### config.mk
export PLATFORM = sky130hd
export DESIGN_NAME = keypad_scan_module
export DESIGN_NICKNAME = d
export VERILOG_FILES = /design/src/rtl/keypad_scan_module.sv
export SDC_FILE = /design/constraint.sdc
export NUM_CORES = 1
export LEC_CHECK = 0
export ABC_AREA = 1
export ABC_CLOCK_PERIOD_IN_PS = 4700
export BUFFER_PORTS_ARGS = -buffer_cell sky130_fd_sc_hd__buf_4
export CAP_MARGIN = 5
export CORE_AREA = 2 2 88 90
export DETAILED_ROUTE_END_ITERATION = 7
export DIE_AREA = 0 0 90 92
export GPL_TIMING_DRIVEN = 0
export PLACE_DENSITY = 0.5
export SLEW_MARGIN = 20
export SYNTH_ARGS = -nofsm -noshare
export SYNTH_HDL_FRONTEND = slang
export SYNTH_SLANG_ARGS = --single-unit
### constraint.sdc
create_clock -name clk -period 4.7 [get_ports clk]
set_input_delay 0.94 -clock clk [delete_from_list [all_inputs] [get_ports clk]]
set_output_delay 0.94 -clock clk [all_outputs]
set_load 0.02 [all_outputs]
### src/rtl/keypad_scan_module.sv
// keypad_scan_module
//   Scans a 4x4 matrix keypad one column at a time. It produces a debounced key
//   code, a one-cycle press strobe and a held level.
//
//   state | meaning
//   IDLE  | no key accepted; waiting for a stable single-key scan
//   HELD  | key accepted; waiting for a stable all-released scan
//
// Ports:
//   clk       system clock
//   rst_n     asynchronous active-low reset
//   row_n     keypad rows, active-low, asynchronous to clk
//   col_n     column drive, active-low one-hot
//   key_code  {row_idx, col_idx} of the last accepted key
//   key_valid one-cycle strobe on a newly accepted press
//   key_down  high while the accepted key is held
module keypad_scan_module #(
  parameter int unsigned SCAN_BITS      = 16,
  parameter int unsigned DEBOUNCE_SCANS = 4
) (
  input  logic       clk,
  input  logic       rst_n,
  input  logic [3:0] row_n,
  output logic [3:0] col_n,
  output logic [3:0] key_code,
  output logic       key_valid,
  output logic       key_down
);

  typedef enum logic {IDLE = 1'b0, HELD = 1'b1} state_t;

  localparam logic [1:0]           RES_NONE   = 2'd0;
  localparam logic [1:0]           RES_SINGLE = 2'd1;
  localparam logic [1:0]           RES_MULTI  = 2'd2;
  localparam logic [3:0]           STABLE_MAX = 4'(DEBOUNCE_SCANS);
  localparam logic [SCAN_BITS-1:0] DWELL_ONE  = SCAN_BITS'(1);

  logic [3:0]           row_meta, row_sync;
  logic [SCAN_BITS-1:0] dwell;
  logic [1:0]           col_idx;
  logic                 sample, scan_end;
  logic [1:0]           acc_cnt;
  logic [3:0]           acc_code;
  logic [3:0]           row_hit;
  logic [2:0]           hit_sum, tot_sum;
  logic [1:0]           col_hits, first_row, scan_cnt;
  logic [3:0]           scan_code;
  logic [5:0]           result, prev_result;
  logic [3:0]           stable_cnt, stable_cnt_nxt;
  logic                 stable;
  state_t               state, state_nxt;
  logic                 valid_nxt, load_code;

  always_ff @(posedge clk or negedge rst_n) begin
    if (!rst_n) begin
      row_meta <= 4'b1111;
      row_sync <= 4'b1111;
    end else begin
      row_meta <= row_n;
      row_sync <= row_meta;
    end
  end

  assign sample   = &dwell;
  assign scan_end = sample && (col_idx == 2'd3);
  assign col_n    = ~(4'b0001 << col_idx);

  always_ff @(posedge clk or negedge rst_n) begin
    if (!rst_n) begin
      dwell   <= '0;
      col_idx <= 2'd0;
    end else begin
      dwell <= dwell + DWELL_ONE;
      if (sample) col_idx <= col_idx + 2'd1;
    end
  end

  // Fold the current column into the running scan tally. The count saturates
  // at 2 because only none/one/many matters. The code is captured only for
  // the first pressed switch, so columns are visited in ascending order and
  // rows are priority-encoded low-first.
  always_comb begin
    row_hit   = ~row_sync;
    hit_sum   = {2'b00, row_hit[0]} + {2'b00, row_hit[1]} +
                {2'b00, row_hit[2]} + {2'b00, row_hit[3]};
    col_hits  = (hit_sum >= 3'd2) ? 2'd2 : hit_sum[1:0];
    tot_sum   = {1'b0, acc_cnt} + {1'b0, col_hits};
    scan_cnt  = (tot_sum >= 3'd2) ? 2'd2 : tot_sum[1:0];
    first_row = row_hit[0] ? 2'd0 : row_hit[1] ? 2'd1 : row_hit[2] ? 2'd2 : 2'd3;
    scan_code = ((acc_cnt == 2'd0) && (row_hit != 4'd0)) ? {first_row, col_idx} : acc_code;
    case (scan_cnt)
      2'd0:    result = {RES_NONE, 4'd0};
      2'd1:    result = {RES_SINGLE, scan_code};
      default: result = {RES_MULTI, 4'd0};
    endcase
    if (result == prev_result)
      stable_cnt_nxt = (stable_cnt >= STABLE_MAX) ? STABLE_MAX : stable_cnt + 4'd1;
    else
      stable_cnt_nxt = 4'd1;
    stable = scan_end && (stable_cnt_nxt == STABLE_MAX);
  end

  always_ff @(posedge clk or negedge rst_n) begin
    if (!rst_n) begin
      acc_cnt     <= 2'd0;
      acc_code    <= 4'd0;
      prev_result <= {RES_NONE, 4'd0};
      stable_cnt  <= 4'd0;
    end else if (sample) begin
      if (scan_end) begin
        acc_cnt     <= 2'd0;
        acc_code    <= 4'd0;
        prev_result <= result;
        stable_cnt  <= stable_cnt_nxt;
      end else begin
        acc_cnt  <= scan_cnt;
        acc_code <= scan_code;
      end
    end
  end

  always_ff @(posedge clk or negedge rst_n) begin
    if (!rst_n) state <= IDLE;
    else        state <= state_nxt;
  end

  always_comb begin
    state_nxt = state;
    valid_nxt = 1'b0;
    load_code = 1'b0;
    case (state)
      IDLE: if (stable && (result[5:4] == RES_SINGLE)) begin
        state_nxt = HELD;
        valid_nxt = 1'b1;
        load_code = 1'b1;
      end
      HELD: if (stable && (result[5:4] == RES_NONE)) state_nxt = IDLE;
      default: state_nxt = IDLE;
    endcase
  end

  always_ff @(posedge clk or negedge rst_n) begin
    if (!rst_n) begin
      key_valid <= 1'b0;
      key_code  <= 4'd0;
    end else begin
      key_valid <= valid_nxt;
      if (load_code) key_code <= result[3:0];
    end
  end

  assign key_down = (state == HELD);

endmodule

Yosys cells after proc, flatten, opt, wreduce, memory -nomap -nowiden
Cells that the tools add are included.

word-level totals
  register bits after elaboration = 48
  bits of input ports = 6
  output and inout bits = 10
  word-level logic and storage cells = 56

operators by class
  add/sub/neg operators = 7
  magnitude comparators = 3
  equality and inequality tests = 5
  shift-type cells = 1
  muxes and demuxes = 15
  bitwise operators = 3
  reduce and logical (&&, ||, !) cells = 11

operators with widths
  operator                                                                count
  17-bit AND reduction                                                    1
  16-bit by 1-bit adder with 16-bit output (second input constant)        1
  4-bit two-way mux                                                       4
  16-bit AND reduction                                                    1
  6-bit case mux with 2 select lines                                      1
  2-bit two-way mux                                                       5
  4-bit NOT                                                               2
  6-bit equality test                                                     1
  3-bit by 2-bit >= comparator with 1-bit output (second input constant)  2
  2-bit zero test                                                         3
  1-bit logical AND                                                       5
  4-bit by 1-bit adder with 4-bit output (second input constant)          1
  2-bit by 1-bit equality test with 1-bit output (second input constant)  2
  4-bit by 3-bit equality test with 1-bit output (second input constant)  1
  4-bit by 3-bit >= comparator with 1-bit output (second input constant)  1
  1-bit two-way mux                                                       4
  4-bit nonzero test                                                      1
  1-bit by 2-bit left shift with 4-bit output (first input constant)      1
  2-bit by 1-bit adder with 3-bit output                                  1
  2-bit by 2-bit adder with 3-bit output                                  1
  3-bit by 1-bit adder with 3-bit output                                  1
  1-bit by 1-bit adder with 2-bit output                                  1
  2-bit by 1-bit adder with 2-bit output (second input constant)          1
  2-bit equality test (second input constant)                             1
  2 further kinds                                                         2

Depth between registers and ports, before layout
Gate-level depths: netlist of run 1.

  depth after elaboration = 18
  mapped depth = 22
  depth with buffers taken out = 22

Worst setup path before layout of run 1
OpenSTA, ideal clock, no wires.

  kind = reg2reg
  from = register row_sync[1]
  to = register key_code[0]
  setup time = 0.117 ns
  arrival = 3.523 ns
  required time = 4.583 ns
  setup slack = 1.060 ns
  stages on the path, launching flop included = 23
  path buffers = 0
  period minus slack after synthesis = 3.640 ns
  cells stage by stage = dfstp_2 -> fa_1 -> inv_1 -> ha_1 -> inv_1 -> ha_1 -> nand2_1 -> o21ai_0 -> nor2_1 -> ha_1 -> inv_1 -> fa_1 -> nand2_2 -> nor2_4 -> nand3_2 -> nand2_1 -> o21ai_1 -> nor2_4 -> nand4_2 -> inv_2 -> nand3_4 -> nand2_1 -> nand2_1

between the ends
  cells in the longest elaborated chain, start to end = 18
  elaborated cells between the ends (all ways) = 25
  classes of those cells = add/sub: 4; order compare: 2; eq/ne: 4; mux: 9; bitwise: 1; reduce/logical: 5

RTL lines
  item                                            RTL line  text
  from (decl)                                     38        logic [3:0] row_meta, row_sync;
  from (signal assigned)                          60        row_sync <= row_meta;
  4-bit NOT (*)                                   83        row_hit = ~row_sync;
  1-bit by 1-bit adder with 2-bit output          84        hit_sum = {2'b00, row_hit[0]} + {2'b00, row_hit[1]} +
  2-bit by 1-bit adder with 3-bit output          84
  3-bit by 1-bit adder with 3-bit output          85        {2'b00, row_hit[2]} + {2'b00, row_hit[3]};
  3-bit by 2-bit >= comparator with 1-bit output  86        col_hits = (hit_sum >= 3'd2) ? 2'd2 : hit_sum[1:0];
  2-bit two-way mux                               86
  2-bit by 2-bit adder with 3-bit output          87        tot_sum = {1'b0, acc_cnt} + {1'b0, col_hits};
  3-bit by 2-bit >= comparator with 1-bit output  88        scan_cnt = (tot_sum >= 3'd2) ? 2'd2 : tot_sum[1:0];
  [2 not listed]                                  n/a
  6-bit case mux with 2 select lines (*)          91        case (scan_cnt)
  6-bit equality test                             96        if (result == prev_result)
  4-bit two-way mux                               96
  4-bit by 3-bit equality test with 1-bit output  100       stable = scan_end && (stable_cnt_nxt == STABLE_MAX);
  1-bit logical AND                               100
  1-bit logical AND                               132       IDLE: if (stable && (result[5:4] == RES_SINGLE)) begin
  1-bit two-way mux                               132
  1-bit two-way mux                               131       case (state)
  to (signal assigned)                            148       if (load_code) key_code <= result[3:0];
  to (decl)                                       25        output logic [3:0] key_code,

Mark *: on every way between the ends. The rest lies on a longest branch, timed or not.
A chain may end at the register's enable or synchronous reset.

Worst setup path in the final report of run 1
Ends and elaborated chain as after synthesis.

==> results of run 1 <==
[metrics by stage]
step	cell area, um2	instances	total power [W]
floorplan	2500	256	0.000461
global placement	2740	373	0.000479
detailed placement	2740	373	0.000480
CTS	2840	381	0.000744
global route	2840	381	0.000767
finish	2840	381	0.000727
[path summary, 6_finish.rpt]
path	slack, ns	end
max in group asynchronous	3.62	col_idx[1]
min	0.36	row_sync[0]
max	0.73	key_code[0]
min reg2reg	0.36	row_sync[0]
min in group asynchronous	0.65	key_code[0]
max reg2reg	0.73	key_code[0]
[registers in the layout (all words and copies together), names as in the netlist]
register,flops
acc_code,4
row_meta,4
key_valid,1
stable_cnt,4
col_idx,2
key_down,1
dwell,16
key_code,4
row_sync,4
prev_result,6
acc_cnt,2
[metal layers]
metal / GRT usage, % / share of wire, %
met5: 0 / 0
met4: 3.46 / 1.1
met3: 2.79 / 2.5
met2: 20.2 / 48
met1: 14.2 / 48
[cell usage after synthesis, types with 5 or more instances]
| cell type | instances |
|---|---|
| nand3_2 | 5 |
| o21ai_0 | 9 |
| nor2_1 | 13 |
| nand3_1 | 24 |
| o21ai_1 | 7 |
| dfstp_2 | 8 |
| nand2_2 | 6 |
| nor2_4 | 7 |
| inv_1 | 41 |
| dfrtp_1 | 40 |
| xor2_1 | 11 |
| nand2_1 | 38 |
| ha_1 | 11 |
| nand4_1 | 5 |
[report_power, final]
group,leakage [nW],internal [W],switching [W]
Sequential,0.629,0.000419,0.00000202
Clock,0.0484,0.000121,0.000136
Combinational,0.665,0.0000153,0.0000339
[cell type report]
type                            count  area (um2)
Fill cell                         768        4610
Sequential cell                    48        1210
Multi-Input combinational cell    161        1110
Inverter                           45         169
Tap cell                          102         128
Timing Repair Buffer               15         113
Clock buffer                        7        86.3
Clock inverter                      1        8.76
Buffer                              2        8.76
[logic make-up after synthesis]
group                      after synthesis  synth area share [%]
AOI/OAI and AO/OA                       21                  4.60
buffers and inverters                   47                  7.10
and+or+nand+nor                        113                  27.9
adders and majority gates               13                  7.10
DFF                                     48                  48.4
xor gates and xnor gates                14                  4.90
==> flow_summary.toml, run 1 <==
[clock_tree]
cts_tree = "done"
path_clk_slew_ns = 0.09
clock-root-buffer = "clkbuf_8"
numCtsBuffers = 5
clk_path_buf_depth = 2
cts-hold-fix-buffers = 0
post_cts_resized = 0
insertion_delay_ns = 0.30
postCtsSetupBuffers = 0
htree_levels = 2
cts_num_sinks = 48

[place]
gp_congestion = 0.733
dp_hpwl_um = 3170
portBuffers = 15
pre_cts_slack_ns = 0.700

[setup_path]
cp_top_family = "adder cells"
critPathMaxFanout = 10
critPathKind = "reg -> reg"
r2r_start = "row_sync[1]"
cp_num_buf_inv = 4
cp_common_cell = "nand2_1"
crit_path_max_incr_delay_ns = 0.56
rr_worst_depth = 22
start_kind = "flip-flop"
cp.required_ns = 4.90
cp_num_cells = 22
startpoint = "row_sync[1]"
worstPathCellList = "fa_1, inv_1, ha_1, inv_1, ha_1, nand2_1, o21ai_0, nor2_1, ha_1, inv_1, fa_1, nand2_2, nor2_4, nand3_2, nand2_1, o21ai_1, nor2_4, nand4_2, inv_2, nand3_4, nand2_1, nand2_1"
cp.arrival_ns = 4.17
cp_slowest_cell = "dfstp_2"
end_kind = "flip-flop"

[final_layout]
diodes = 0
synthToLayoutAreaGrowth_pct = 13.4
drive_gt1_share_pct = 22.2
layout_common_cells = "inv_1, dfrtp_1, nand2_1, nand3_1, buf_4"
num-nets-final = 297
layout_commonest_cell = "inv_1"
final_util_pct = 38.1

[sta]
setup_violations = 0
rsz0062_at_grt = "false"
tightest_slew_ns = 0.621
fmax_mhz = 252
finalCritPeriodShare_pct = 84.5
fin_ws_ns = 0.731
finalCriticalPeriod_ns = 3.97
slew_viol_final = 0
maxSlewHeadroom_pct = 58.6
fin_tns_setup_ns = 0
hold_viol = 0
timing.hold.ws_ns = 0.358
skew_ns = 0.00917

[min_path]
whs_path_depth = 0
worstHoldStart = "row_meta[0]"
min_path_type = "reg -> reg"

[yosys]
synth-seq-cells = 48
synth_enable_flop_cells = 0
syn_avg_cell_area_um2 = 9.78
synth_largest_area_cell = "dfrtp_1"
synthFlopType = "dfrtp_1"
synth-async-reset-ratio_pct = 100
ys_top_cells_by_area = "dfrtp_1, dfstp_2, inv_1"
synth_area_um2 = 2500
yosysWarningCount = 0
syn_nets = 275
ys_seq_area_share_pct = 48.4
ys_types = 32
netlist_instances = 256
synth_top_area_share_pct = 40.0

[power_and_ir_drop]
vdd_drop_max_mv = 0.114
p_leak_nw = 1.34
power-per-cell-area_nw_per_um2 = 256

[drt]
vias = 1657
drc = 0
wl_um = 4280
wl_per_cell_um = 11.2
post_drt_via_cell_ratio = 4.35
firstDrtPassIters = 4
drt_iter0_drc = 62
drtAntennaViolNets = 0

[grt]
grt_pass1_vias = 1718
grt_usage_pct = 11.6
grt_overflow_total = 0
grt_max_degree = 49
grt_pass1_wl_um = 7660
antenna_found_initial = 0

[run_status]
status = "complete, no violations"

[job]
max-cap-violations = 0

[floorplanning]
row_count = 32
dieArea_um2 = 8280
start_util_pct = 33.6
core_area_um2 = 7450
die_x_um = 90
die_h_um = 92
ios = 16
No activity file was read; power rests on OpenSTA's default activity.
==> run 2: changes to the inputs <==
- ABC_CLOCK_PERIOD_IN_PS: 4700 -> 3600
- PLACE_DENSITY: 0.5 -> 0.52
- clock period: 4.7 -> 3.6 ns (I/O delays scaled with it)
==> run 2 against run 1 <==
The flow now finishes with violations (setup timing). Die area did not move. First-iteration DRC count decreased by 15%. Critical endpoint is now key_code[3]. Global-route usage grew 0.16 points. Sequential power increased by 30%. Final cell count up 2.6%. Via count is 1.2% higher. Count of clock-buffer cells in the layout shrank 2. Critical path depth did not move. Sequential cell count did not move. Design area is 5.9% higher.
==> flow_summary.toml, run 2 (synthesized netlist as in run 1, its figures left out) <==
[run_status]
status = "finished with violations"
violations = "setup timing"

[sta]
skew_ns = 0.00583
timing.hold.ws_ns = 0.359
rsz0062_at_grt = "true"
tightest_slew_ns = 0.620
fin_ws_ns = -0.212
finalCritPeriodShare_pct = 106
maxSlewHeadroom_pct = 58.7
finalCriticalPeriod_ns = 3.81
setup_violations = 6
slew_viol_final = 0
fmax_mhz = 262
hold_viol = 0

[final_layout]
fill_cells = 743
regArea_um2 = 1210
diodes = 0
layout_common_cells = "dfrtp_1, inv_1, nand2_1, buf_4, nand3_1"
synthToLayoutAreaGrowth_pct = 20.1
drive_gt1_share_pct = 31.1
multi_input_area_um2 = 1190
num-nets-final = 307
top_regs = "dwell: 16 flops, prev_result: 6 flops"
layout_commonest_cell = "dfrtp_1"
largest_register_ffs = 16
largest-register = "dwell"

[clock_tree]
numCtsBuffers = 5
path_clk_slew_ns = 0.09
htree_levels = 2
cts_num_sinks = 48
insertion_delay_ns = 0.30
clock-root-buffer = "clkbuf_8"
clk_path_buf_depth = 2
cts-hold-fix-buffers = 0
cts_tree = "done"

[grt]
antenna_found_initial = 0
grt_pass1_wl_um = 7870
grt_usage_pct = 11.7
grt_pass1_vias = 1724
grt_max_degree = 49
grt_overflow_total = 0

[drt]
drt_iter0_drc = 53
vias = 1677
drc = 0
drtAntennaViolNets = 0
wl_per_cell_um = 11.2
post_drt_via_cell_ratio = 4.29
firstDrtPassIters = 4
wl_um = 4380

[power_and_ir_drop]
p_switching_w = 0.000240
p_int_w = 0.000789
power-per-cell-area_nw_per_um2 = 343
sw_frac_of_total_pct = 23.4
p_clk_share_pct = 38.0
combPwrFrac_pct = 8.6
p_leak_nw = 1.40
seq_power_share_pct = 53.4
vdd_drop_max_mv = 0.136

[floorplanning]
core_area_um2 = 7450
dieArea_um2 = 8280
row_count = 32
ios = 16
die_x_um = 90
die_h_um = 92
start_util_pct = 33.6

[min_path]
hold_end = "row_sync[1]"
whs_path_depth = 0
min_path_type = "reg -> reg"
worstHoldStart = "row_meta[1]"

[job]
max-cap-violations = 0

[setup_path]
regToRegSetupSlack_ns = -0.21
start_kind = "flip-flop"
cp.required_ns = 3.80
end_kind = "flip-flop"
rr_worst_depth = 22
r2r_end = "key_code[3]"
worstPathCellList = "fa_1, inv_1, ha_2, inv_2, ha_4, nand2_2, o21ai_2, nor2_2, ha_2, inv_2, fa_1, nand2_2, nor2_4, buf_4, a22oi_1, o21ai_2, nor2_4, nand4_4, inv_4, nand3_4, nand2_1, nand2_1"
cp_top_family = "adder cells"
critPathKind = "reg -> reg"
cp_num_buf_inv = 5
crit_path_max_incr_delay_ns = 0.55
r2r_start = "row_sync[1]"
cp.arrival_ns = 4.01
critPathMaxFanout = 8
cp_slowest_cell = "dfstp_2"

[place]
portBuffers = 15
dp_hpwl_um = 3170
gp_congestion = 0.803
pre_cts_slack_ns = -0.332
[run 2: cell types whose count changed in the layout (fill, tap and decap cells not counted), moves of 2 or more]
cell	previous run	this run
o21ai_0	9	7
inv_1	41	39
nor2_1	13	11
buf_4	15	25
nand2_2	6	10
o21ai_1	7	5
ha_1	11	8
ha_2	0	2
nand3_1	24	22
o21ai_2	0	4
nand2_1	38	34
nor2_2	0	2
[run 2: routing by layer]
metal | track usage [%] | share of wire [%]
met5 | 0 | 0
met4 | 3.59 | 1.1
met3 | 2.79 | 2.5
met2 | 19.5 | 47
met1 | 15.2 | 49
[run 2: power by group through the flow]
stage,logic (W),clock network (W),registers [W]
CTS,0.0000832,0.000410,0.000550
global route,0.000101,0.000431,0.000550
finish,0.0000888,0.000391,0.000549
floorplan,0.0000437,0,0.000560
global placement,0.0000673,0,0.000560
detailed placement,0.0000681,0,0.000560
[run 2: cell type report]
| cell class | count | area share (%) |
|---|---|---|
| clock buffer | 5 | 2.29 |
| multi-input combinational | 161 | 39.5 |
| clock inverter | 3 | 1.42 |
| sequential | 48 | 40.3 |
| buffer | 2 | 0.291 |
| timing repair buffer | 25 | 6.24 |
| inverter | 45 | 5.70 |
| tap | 102 | 4.25 |
[run 2: worst max-delay path by stage]
stage / slack, ns / from / to / cells after the start
after floorplan: -0.007 / row_sync[1] / key_code[0] / 22
after global placement: -0.29 / row_sync[1] / key_code[0] / 22
after detailed placement: -0.33 / row_sync[1] / key_code[0] / 22
after CTS: -0.25 / row_sync[1] / key_code[0] / 22
after global routing: -0.45 / row_sync[1] / key_code[2] / 22
final: -0.21 / row_sync[1] / key_code[3] / 22
[run 2: metrics by stage]
stage,TNS (ns),total power [W],area [um2],util [%],std cells
2_1_floorplan,-0.0298,0.000603,2520,-,256
3_3_place_gp,-1.64,0.000627,2760,37.0,373
3_5_place_dp,-1.95,0.000628,2760,37.0,373
4_1_cts,-1.34,0.00104,2960,39.8,389
5_1_grt,-3.00,0.00108,3010,40.4,391
6_report,-1.07,0.00103,3010,40.4,391
[run 2: timing repair]
item                       CTS  global route
pin swaps                   10            14
gates resized for setup      7            11
setup buffers                8             2
hold endpoints to repair     0             0
setup endpoints to repair    9             9
